**src/rtl/demux_14_reg_pkg.sv**
```systemverilog
// demux_14_reg_pkg: FSM encoding, select codes and default width for demux_14_reg
package demux_14_reg_pkg;
  typedef enum logic [1:0] {
    IDLE  = 2'b00,
    WRITE = 2'b01,
    DONE  = 2'b10
  } state_e;
  localparam logic [1:0] SEL_A = 2'b00;
  localparam logic [1:0] SEL_B = 2'b01;
  localparam logic [1:0] SEL_C = 2'b10;
  localparam logic [1:0] SEL_D = 2'b11;
  localparam int DATA_W = 4;
  function automatic logic [3:0] dec2to4(input logic [1:0] sel);
    return 4'b0001 << sel;
  endfunction
endpackage

```
**src/rtl/demux_14_reg_if.sv**
```systemverilog
// demux_14_reg_if: request/ack write bus and destination outputs; bcast exists only with DEMUX_14_REG_BCAST_EN
interface demux_14_reg_if #(parameter int WIDTH = 4);
  logic [WIDTH-1:0] din;
  logic             sel1;
  logic             sel0;
  logic             req;
  logic             ack;
  logic [WIDTH-1:0] a;
  logic [WIDTH-1:0] b;
  logic [WIDTH-1:0] c;
  logic [WIDTH-1:0] d;
  logic             a_vld;
  logic             b_vld;
  logic             c_vld;
  logic             d_vld;
`ifdef DEMUX_14_REG_BCAST_EN
  logic             bcast;
`endif
  modport master (
    output din, sel1, sel0, req,
`ifdef DEMUX_14_REG_BCAST_EN
    output bcast,
`endif
    input ack, a, b, c, d, a_vld, b_vld, c_vld, d_vld
  );
  modport slave (
    input din, sel1, sel0, req,
`ifdef DEMUX_14_REG_BCAST_EN
    input bcast,
`endif
    output ack, a, b, c, d, a_vld, b_vld, c_vld, d_vld
  );
endinterface

```
**src/rtl/demux_14_reg_reg_4b_en.sv**
```systemverilog
// reg_4b_en: load-enable register with synchronous active-high reset
module reg_4b_en #(parameter int WIDTH = 4) (
  input  logic             clk,
  input  logic             rst,
  input  logic             en,
  input  logic [WIDTH-1:0] d,
  output logic [WIDTH-1:0] q
);
  logic [WIDTH-1:0] q_q, q_d;
  always_comb q_d = en ? d : q_q;
  always_ff @(posedge clk) begin
    if (rst) q_q <= '0;
    else q_q <= q_d;
  end
  assign q = q_q;
endmodule

```
**src/rtl/demux_14_reg.sv**
```systemverilog
// demux_14_reg: registered 1-to-4 write demux over a four-phase req/ack handshake
// Optional broadcast to all four destinations with DEMUX_14_REG_BCAST_EN.
module demux_14_reg
  import demux_14_reg_pkg::*;
#(
  parameter int WIDTH = DATA_W
) (
  input logic            clk,
  input logic            rst,
  demux_14_reg_if.slave  bus
);
  state_e           state_q, state_d;
  logic [WIDTH-1:0] din_q, din_d;
  logic [1:0]       sel_q, sel_d;
  logic [3:0]       dest, en, vld_q, vld_d;
  logic             ack_q, ack_d, accept;
  logic [WIDTH-1:0] q [4];
`ifdef DEMUX_14_REG_BCAST_EN
  logic             bcast_q, bcast_d;
`endif
  always_comb begin
    accept  = (state_q == IDLE) && bus.req;
    state_d = accept ? WRITE : (state_q == WRITE) ? DONE : (state_q == DONE && bus.req) ? DONE : IDLE;
    din_d   = accept ? bus.din : din_q;
    sel_d   = accept ? {bus.sel1, bus.sel0} : sel_q;
`ifdef DEMUX_14_REG_BCAST_EN
    bcast_d = accept ? bus.bcast : bcast_q;
    dest    = bcast_q ? 4'hF : dec2to4(sel_q);
`else
    dest    = dec2to4(sel_q);
`endif
    en      = (state_q == WRITE) ? dest : 4'h0;
    vld_d   = en;
    ack_d   = (state_q == WRITE) || (state_q == DONE && bus.req);
  end
  always_ff @(posedge clk) begin
    if (rst) begin
      state_q <= IDLE;
      din_q   <= '0;
      sel_q   <= '0;
      vld_q   <= '0;
      ack_q   <= 1'b0;
`ifdef DEMUX_14_REG_BCAST_EN
      bcast_q <= 1'b0;
`endif
    end else begin
      state_q <= state_d;
      din_q   <= din_d;
      sel_q   <= sel_d;
      vld_q   <= vld_d;
      ack_q   <= ack_d;
`ifdef DEMUX_14_REG_BCAST_EN
      bcast_q <= bcast_d;
`endif
    end
  end
  for (genvar g = 0; g < 4; g++) begin : g_dst
    reg_4b_en #(.WIDTH(WIDTH)) u_reg (
      .clk (clk),
      .rst (rst),
      .en  (en[g]),
      .d   (din_q),
      .q   (q[g])
    );
  end
  assign bus.a     = q[0];
  assign bus.b     = q[1];
  assign bus.c     = q[2];
  assign bus.d     = q[3];
  assign bus.a_vld = vld_q[0];
  assign bus.b_vld = vld_q[1];
  assign bus.c_vld = vld_q[2];
  assign bus.d_vld = vld_q[3];
  assign bus.ack   = ack_q;
endmodule

```
**src/flat_wrapper.sv**
```systemverilog
// flat-port wrapper written by rule: the top's interface ports become plain ports
module demux_14_reg_flat import demux_14_reg_pkg::*;
#(
  parameter int WIDTH = DATA_W
)
  (clk, rst, bus_din, bus_sel1, bus_sel0, bus_req, bus_ack, bus_a, bus_b, bus_c, bus_d, bus_a_vld, bus_b_vld, bus_c_vld, bus_d_vld);
  demux_14_reg_if #(.WIDTH(WIDTH)) bus_i ();
  input logic clk;
  input logic rst;
  input wire logic [$bits(bus_i.din)-1:0] bus_din;
  input wire logic [$bits(bus_i.sel1)-1:0] bus_sel1;
  input wire logic [$bits(bus_i.sel0)-1:0] bus_sel0;
  input wire logic [$bits(bus_i.req)-1:0] bus_req;
  output wire logic [$bits(bus_i.ack)-1:0] bus_ack;
  output wire logic [$bits(bus_i.a)-1:0] bus_a;
  output wire logic [$bits(bus_i.b)-1:0] bus_b;
  output wire logic [$bits(bus_i.c)-1:0] bus_c;
  output wire logic [$bits(bus_i.d)-1:0] bus_d;
  output wire logic [$bits(bus_i.a_vld)-1:0] bus_a_vld;
  output wire logic [$bits(bus_i.b_vld)-1:0] bus_b_vld;
  output wire logic [$bits(bus_i.c_vld)-1:0] bus_c_vld;
  output wire logic [$bits(bus_i.d_vld)-1:0] bus_d_vld;
  assign bus_i.din = bus_din;
  assign bus_i.sel1 = bus_sel1;
  assign bus_i.sel0 = bus_sel0;
  assign bus_i.req = bus_req;
  assign bus_ack = bus_i.ack;
  assign bus_a = bus_i.a;
  assign bus_b = bus_i.b;
  assign bus_c = bus_i.c;
  assign bus_d = bus_i.d;
  assign bus_a_vld = bus_i.a_vld;
  assign bus_b_vld = bus_i.b_vld;
  assign bus_c_vld = bus_i.c_vld;
  assign bus_d_vld = bus_i.d_vld;
  demux_14_reg #(.WIDTH(WIDTH)) u_core (.clk(clk), .rst(rst), .bus(bus_i));
endmodule
```
**config.mk**
```make
export PLATFORM = sky130hd
export DESIGN_NAME = demux_14_reg_flat
export DESIGN_NICKNAME = d
export VERILOG_FILES = /design/src/rtl/demux_14_reg_pkg.sv /design/src/rtl/demux_14_reg_if.sv /design/src/rtl/demux_14_reg_reg_4b_en.sv /design/src/rtl/demux_14_reg.sv /design/src/flat_wrapper.sv
export SDC_FILE = /design/constraint.sdc
export NUM_CORES = 1
export LEC_CHECK = 0
export ABC_AREA = 1
export BUFFER_PORTS_ARGS = -buffer_cell sky130_fd_sc_hd__buf_2
export CORE_ASPECT_RATIO = 0.8
export CORE_MARGIN = 8
export CORE_UTILIZATION = 45
export CTS_CLUSTER_SIZE = 20
export DETAILED_ROUTE_END_ITERATION = 6
export GPL_TIMING_DRIVEN = 0
export HOLD_SLACK_MARGIN = 0.1
export PLACE_DENSITY = 0.7
export SLEW_MARGIN = 25
export SYNTH_ARGS = -nofsm -noshare
export SYNTH_HDL_FRONTEND = slang
export SYNTH_SLANG_ARGS = --single-unit
```
**constraint.sdc**
```tcl
create_clock -name clk -period 2 [get_ports clk]
set_input_delay 0.2 -clock clk [delete_from_list [all_inputs] [get_ports clk]]
set_output_delay 0.2 -clock clk [all_outputs]
set_load 0.03 [all_outputs]
```
After elaboration in Yosys (flattened, before gate mapping)
Cells that the tools add are included.
{"block": "totals", "inputBits": 9, "reg_bits": 29}
{"block": "classes", "n_shift": 1, "muxes": 4, "reduce_logical": 5, "eq_ne": 2}
{"cell": "$mux W2", "n": 2}
{"cell": "$mux W4", "n": 1}
{"cell": "$shl A1 B2 Y4 const A", "n": 1}
{"cell": "$eq A2 B1 Y1 const B", "n": 1}
{"cell": "$eq A2 B2 Y1 const B", "n": 1}
{"cell": "$logic_and A1 B1 Y1", "n": 2}
{"cell": "$logic_not A2 Y1", "n": 1}
{"cell": "$reduce_or A2 Y1", "n": 1}
{"cell": "$logic_or A1 B1 Y1", "n": 1}
{"cell": "$mux W1", "n": 1}

Longest topological paths before layout
{"block": "depth", "depth_word": 5, "mapped_depth": 6, "depth_no_buf": 5}

Cells and area by module
Synthesis repeated with hierarchy kept, for this count alone.
{"block": "hier_totals", "hier_cells": 161, "area_unflattened_um2": 1211.2}
{"mod": "reg_4b_en", "instances": 4, "area_per_inst_um2": 172.7, "cells_each": 26}
{"mod": "demux_14_reg", "instances": 1, "area_per_inst_um2": 520.5, "cells_each": 57}

Worst setup path before layout
Ideal clock, no wire load.
{"block": "synth_timing", "kind": "reg-to-reg", "startpoint": "register u_core.state_q[0]", "endpoint": "register u_core.g_dst[0].u_reg.q_q[2]", "setup_ns": 0.115, "t_arrival_ns": 0.832, "path_buffers": 1, "stages_incl_launch_ff": 7, "t_required_ns": 1.885, "synth_period_minus_slack_ns": 0.947, "slack_ns": 1.053, "path_cell_list": "dfxtp_1 > inv_2 > nor2_4 > buf_4 > nand3_1 > nand2_1 > nor2_1"}
{"block": "synth_between", "elab_chain_cells": 2}
{"element": "from (decl)", "line": "demux_14_reg.sv:12", "text": "state_e state_q, state_d;"}
{"element": "from (signal assigned)", "line": "demux_14_reg.sv:47", "text": "state_q <= state_d;"}
{"element": "$eq A2 B1 Y1", "line": "demux_14_reg.sv:32", "text": "en = (state_q == WRITE) ? dest : 4'h0;"}
{"element": "$mux W4", "line": "demux_14_reg.sv:32"}
{"element": "to (signal assigned)", "line": "demux_14_reg_reg_4b_en.sv:13", "text": "else q_q <= q_d;"}
{"element": "to (decl)", "line": "demux_14_reg_reg_4b_en.sv:9", "text": "logic [WIDTH-1:0] q_q, q_d;"}
Every way passes these cells.
A chain may end at the register's enable or synchronous reset.

Worst setup path after layout
{"block": "layout_timing", "startpoint": "register u_core.g_dst[3].u_reg.q_q[2]", "endpoint": "output bus_d[2]"}
{"element": "from (decl)", "line": "demux_14_reg_reg_4b_en.sv:9"}
{"element": "from (signal assigned)", "line": "demux_14_reg_reg_4b_en.sv:13"}
{"element": "to (decl)", "line": "flat_wrapper.sv:18", "text": "output wire logic [$bits(bus_i.d)-1:0] bus_d;"}
No word-level cell between the ends.

==> results.tsv <==
metric	value	unit
grt_first_pass_wirelength	4.181	mm
chipHeight	61.19	um
final_area	0.001443	sq mm
layout-drive-gt1-share	0.2713	
crit_slowest_cell	dfxtp_1	
p_sw	0.0003019	W
place_congestion	0.8250	
min_period	1.077	ns
pwr-share-clk	0.292	
first_pass_iters	4	
core	0.002442	sq mm
port_buffers	28	
tritoncts	done	
clk_pin_slew	0.08	ns
most-common-layout-cells	buf_2 (30), nand2_1 (30), dfxtp_1 (29), nor2_1 (28), nand3_1 (23)	
synth-seq-area-share	0.5054	
synth-compound-area-share	0.02614	
tightest_slew	0.2961	ns
placed_area	0.001334	sq mm
postCtsSetupRepairBufs	0	
syn-cell-area	0.001149	sq mm
vias_per_cell	4.576	
yosys-mux-area-fraction	0	
p_sw_frac	0.2749	
ios	30	
worstPathCellList	buf_2	
start_util	0.4703	
power.internal	0.0007963	W
grt_start_max_net_pins	11	
syn_to_final_growth	25.60	%
grt-ovfl-total	0	
clockBufferDepth	2	
crit_family	flip-flops	
die_w	72.49	um
setup-tns-final	0	ns
grtUsageTotal	0.1223	
finalSetupViolations	0	
yosysWarnings	0	
skew	0.003630	ns
postCtsHoldBufs	6	
syn_nets	155	
drc	0	
syn_inst	146	
crit_required	1.80	ns
dieArea	0.004435	sq mm
power.leakage	0.6741	nW
rsz0062_at_grt	no	
cts_root_buffer	clkbuf_4	
fin_crit_sh	0.5385	
cap_violations	0	
clock_sinks	29	
postLayoutCoreUtil	0.5907	
fillCellCount	247	
status	completed	
grt_pass1_vias	1012	
vias	1025	
clock_latency	0.32	ns
synthAdderAreaFrac	0	
synth_xor_area_frac	0	
routed_wl	2.440	mm
synth_top_family_by_area	simple AND/OR/NAND/NOR gates	
htreeDepth	2	
antenna_found_initial	0	
path_class	reg -> out	
drtAntennaViolNets	0	
slew_headroom	0.8024	
path_buf_inv	1	
row_count	16	
rrSetupSlack	0.94	ns
dp_hpwl	1.835	mm
nNetsFinal	196	
yosys.area_share.simple	0.4041	
synth_seq_cells	29	
path_max_fanout	2	
p_seq_frac	0.562	
critPathLaunchType	flip-flop	
p_per_area	761.2	mW/mm^2
cts_buffers	5	
max_freq	928.5	MHz
worst_setup_path_end_kind	output pin	
ys_types	17	
cp_slowest_stage_delay	0.35	ns
hold_violations	0	
antenna_cells	0	
syn_avg_cell_area	7.867	sq um
combPwrFrac	0.147	
final_max_slew_viol_count	0	
hold_class	in -> reg	
cts_resized	0	
wire_per_inst	10.89	um
ir_drop	352.2	uV
crit_arrival	0.88	ns
drt_iter0_markers	42	
-- per-layer routing --
layer	up-vias	share of wire	wire length, um	GRT usage
met1	451	0.45	1088	0.1257
met5	-	0	0	0
met3	5	0.070	172	0.04715
li1	547	-	-	-
met4	0	0.019	47	0.07670
met2	22	0.46	1132	0.2105
-- kinds of logic after synthesis --
group | after synthesis
and+or+nand+nor | 96
buffers and inverters | 15
AOI/OAI and AO/OA | 6
DFF | 29
-- Yosys cell counts --
master,count,share of area
nand2_1,30,0.098
dfxtp_1,29,0.51
nor2_1,28,0.092
nand3_1,23,0.10
inv_1,8,0.026
a21oi_1,6,0.026
nor2_4,5,0.049
nor2_2,3,0.016
nor3_1,3,0.013
buf_2,2,0.0087
buf_4,2,0.013
inv_2,2,0.0065
buf_6,1,0.0098
nand2_2,1,0.0055
nand2_4,1,0.0098
nand3_4,1,0.015
nor4_1,1,0.0055
-- metrics by stage --
step	worst slack, ns	std cells	total power [W]	hold slack [ns]
global route	0.8163	224	0.001160	0.1539
floorplan	1.053	146	0.0007433	0.3031
global placement	0.9659	210	0.0007794	0.3891
detailed placement	0.9532	210	0.0007829	0.3947
finish	0.9230	224	0.001098	0.1620
CTS	0.9171	224	0.001112	0.1518
-- power by group through the flow --
stage | Combinational (W) | Clock [W] | Sequential, W
final | 0.000161 | 0.000320 | 0.000617
after global routing | 0.000180 | 0.000360 | 0.000620
after CTS | 0.000162 | 0.000333 | 0.000617
after detailed placement | 0.000152 | 0 | 0.000631
after global placement | 0.000150 | 0 | 0.000630
after floorplan | 0.0000897 | 0 | 0.000654
-- final timing paths --
kind	startpoint	endpoint	cells after the start
setup / recovery	u_core.g_dst[3].u_reg.q[2]$_SDFFE_PP0P_	bus_d[2]	1
setup reg to reg	u_core.sel_q[1]$_SDFFE_PP0P_	u_core.g_dst[2].u_reg.q[0]$_SDFFE_PP0P_	5
hold / removal	rst	u_core.state_q[1]$_SDFF_PP0_	2
hold reg to reg	u_core.g_dst[3].u_reg.q[3]$_SDFFE_PP0P_	u_core.g_dst[3].u_reg.q[3]$_SDFFE_PP0P_	2
-- registers in the layout (all words and copies together), names as in the netlist --
name	count
u_core.bus.ack	1
u_core.din_q	4
u_core.g_dst.u_reg.q	16
u_core.sel_q	2
u_core.state_q	2
u_core.vld_q	4
-- cell type report --
type                            instances  area [sq um]  area share
Buffer                                  5         36.28     0.02515
Clock buffer                            8         48.80     0.03382
Inverter                               10         37.54     0.02602
Multi-Input combinational cell        102         494.2      0.3426
Sequential cell                        29         580.6      0.4024
Tap cell                               36         45.04     0.03122
Timing Repair Buffer                   34         200.2      0.1388
Power figures use the tool's default switching activity.
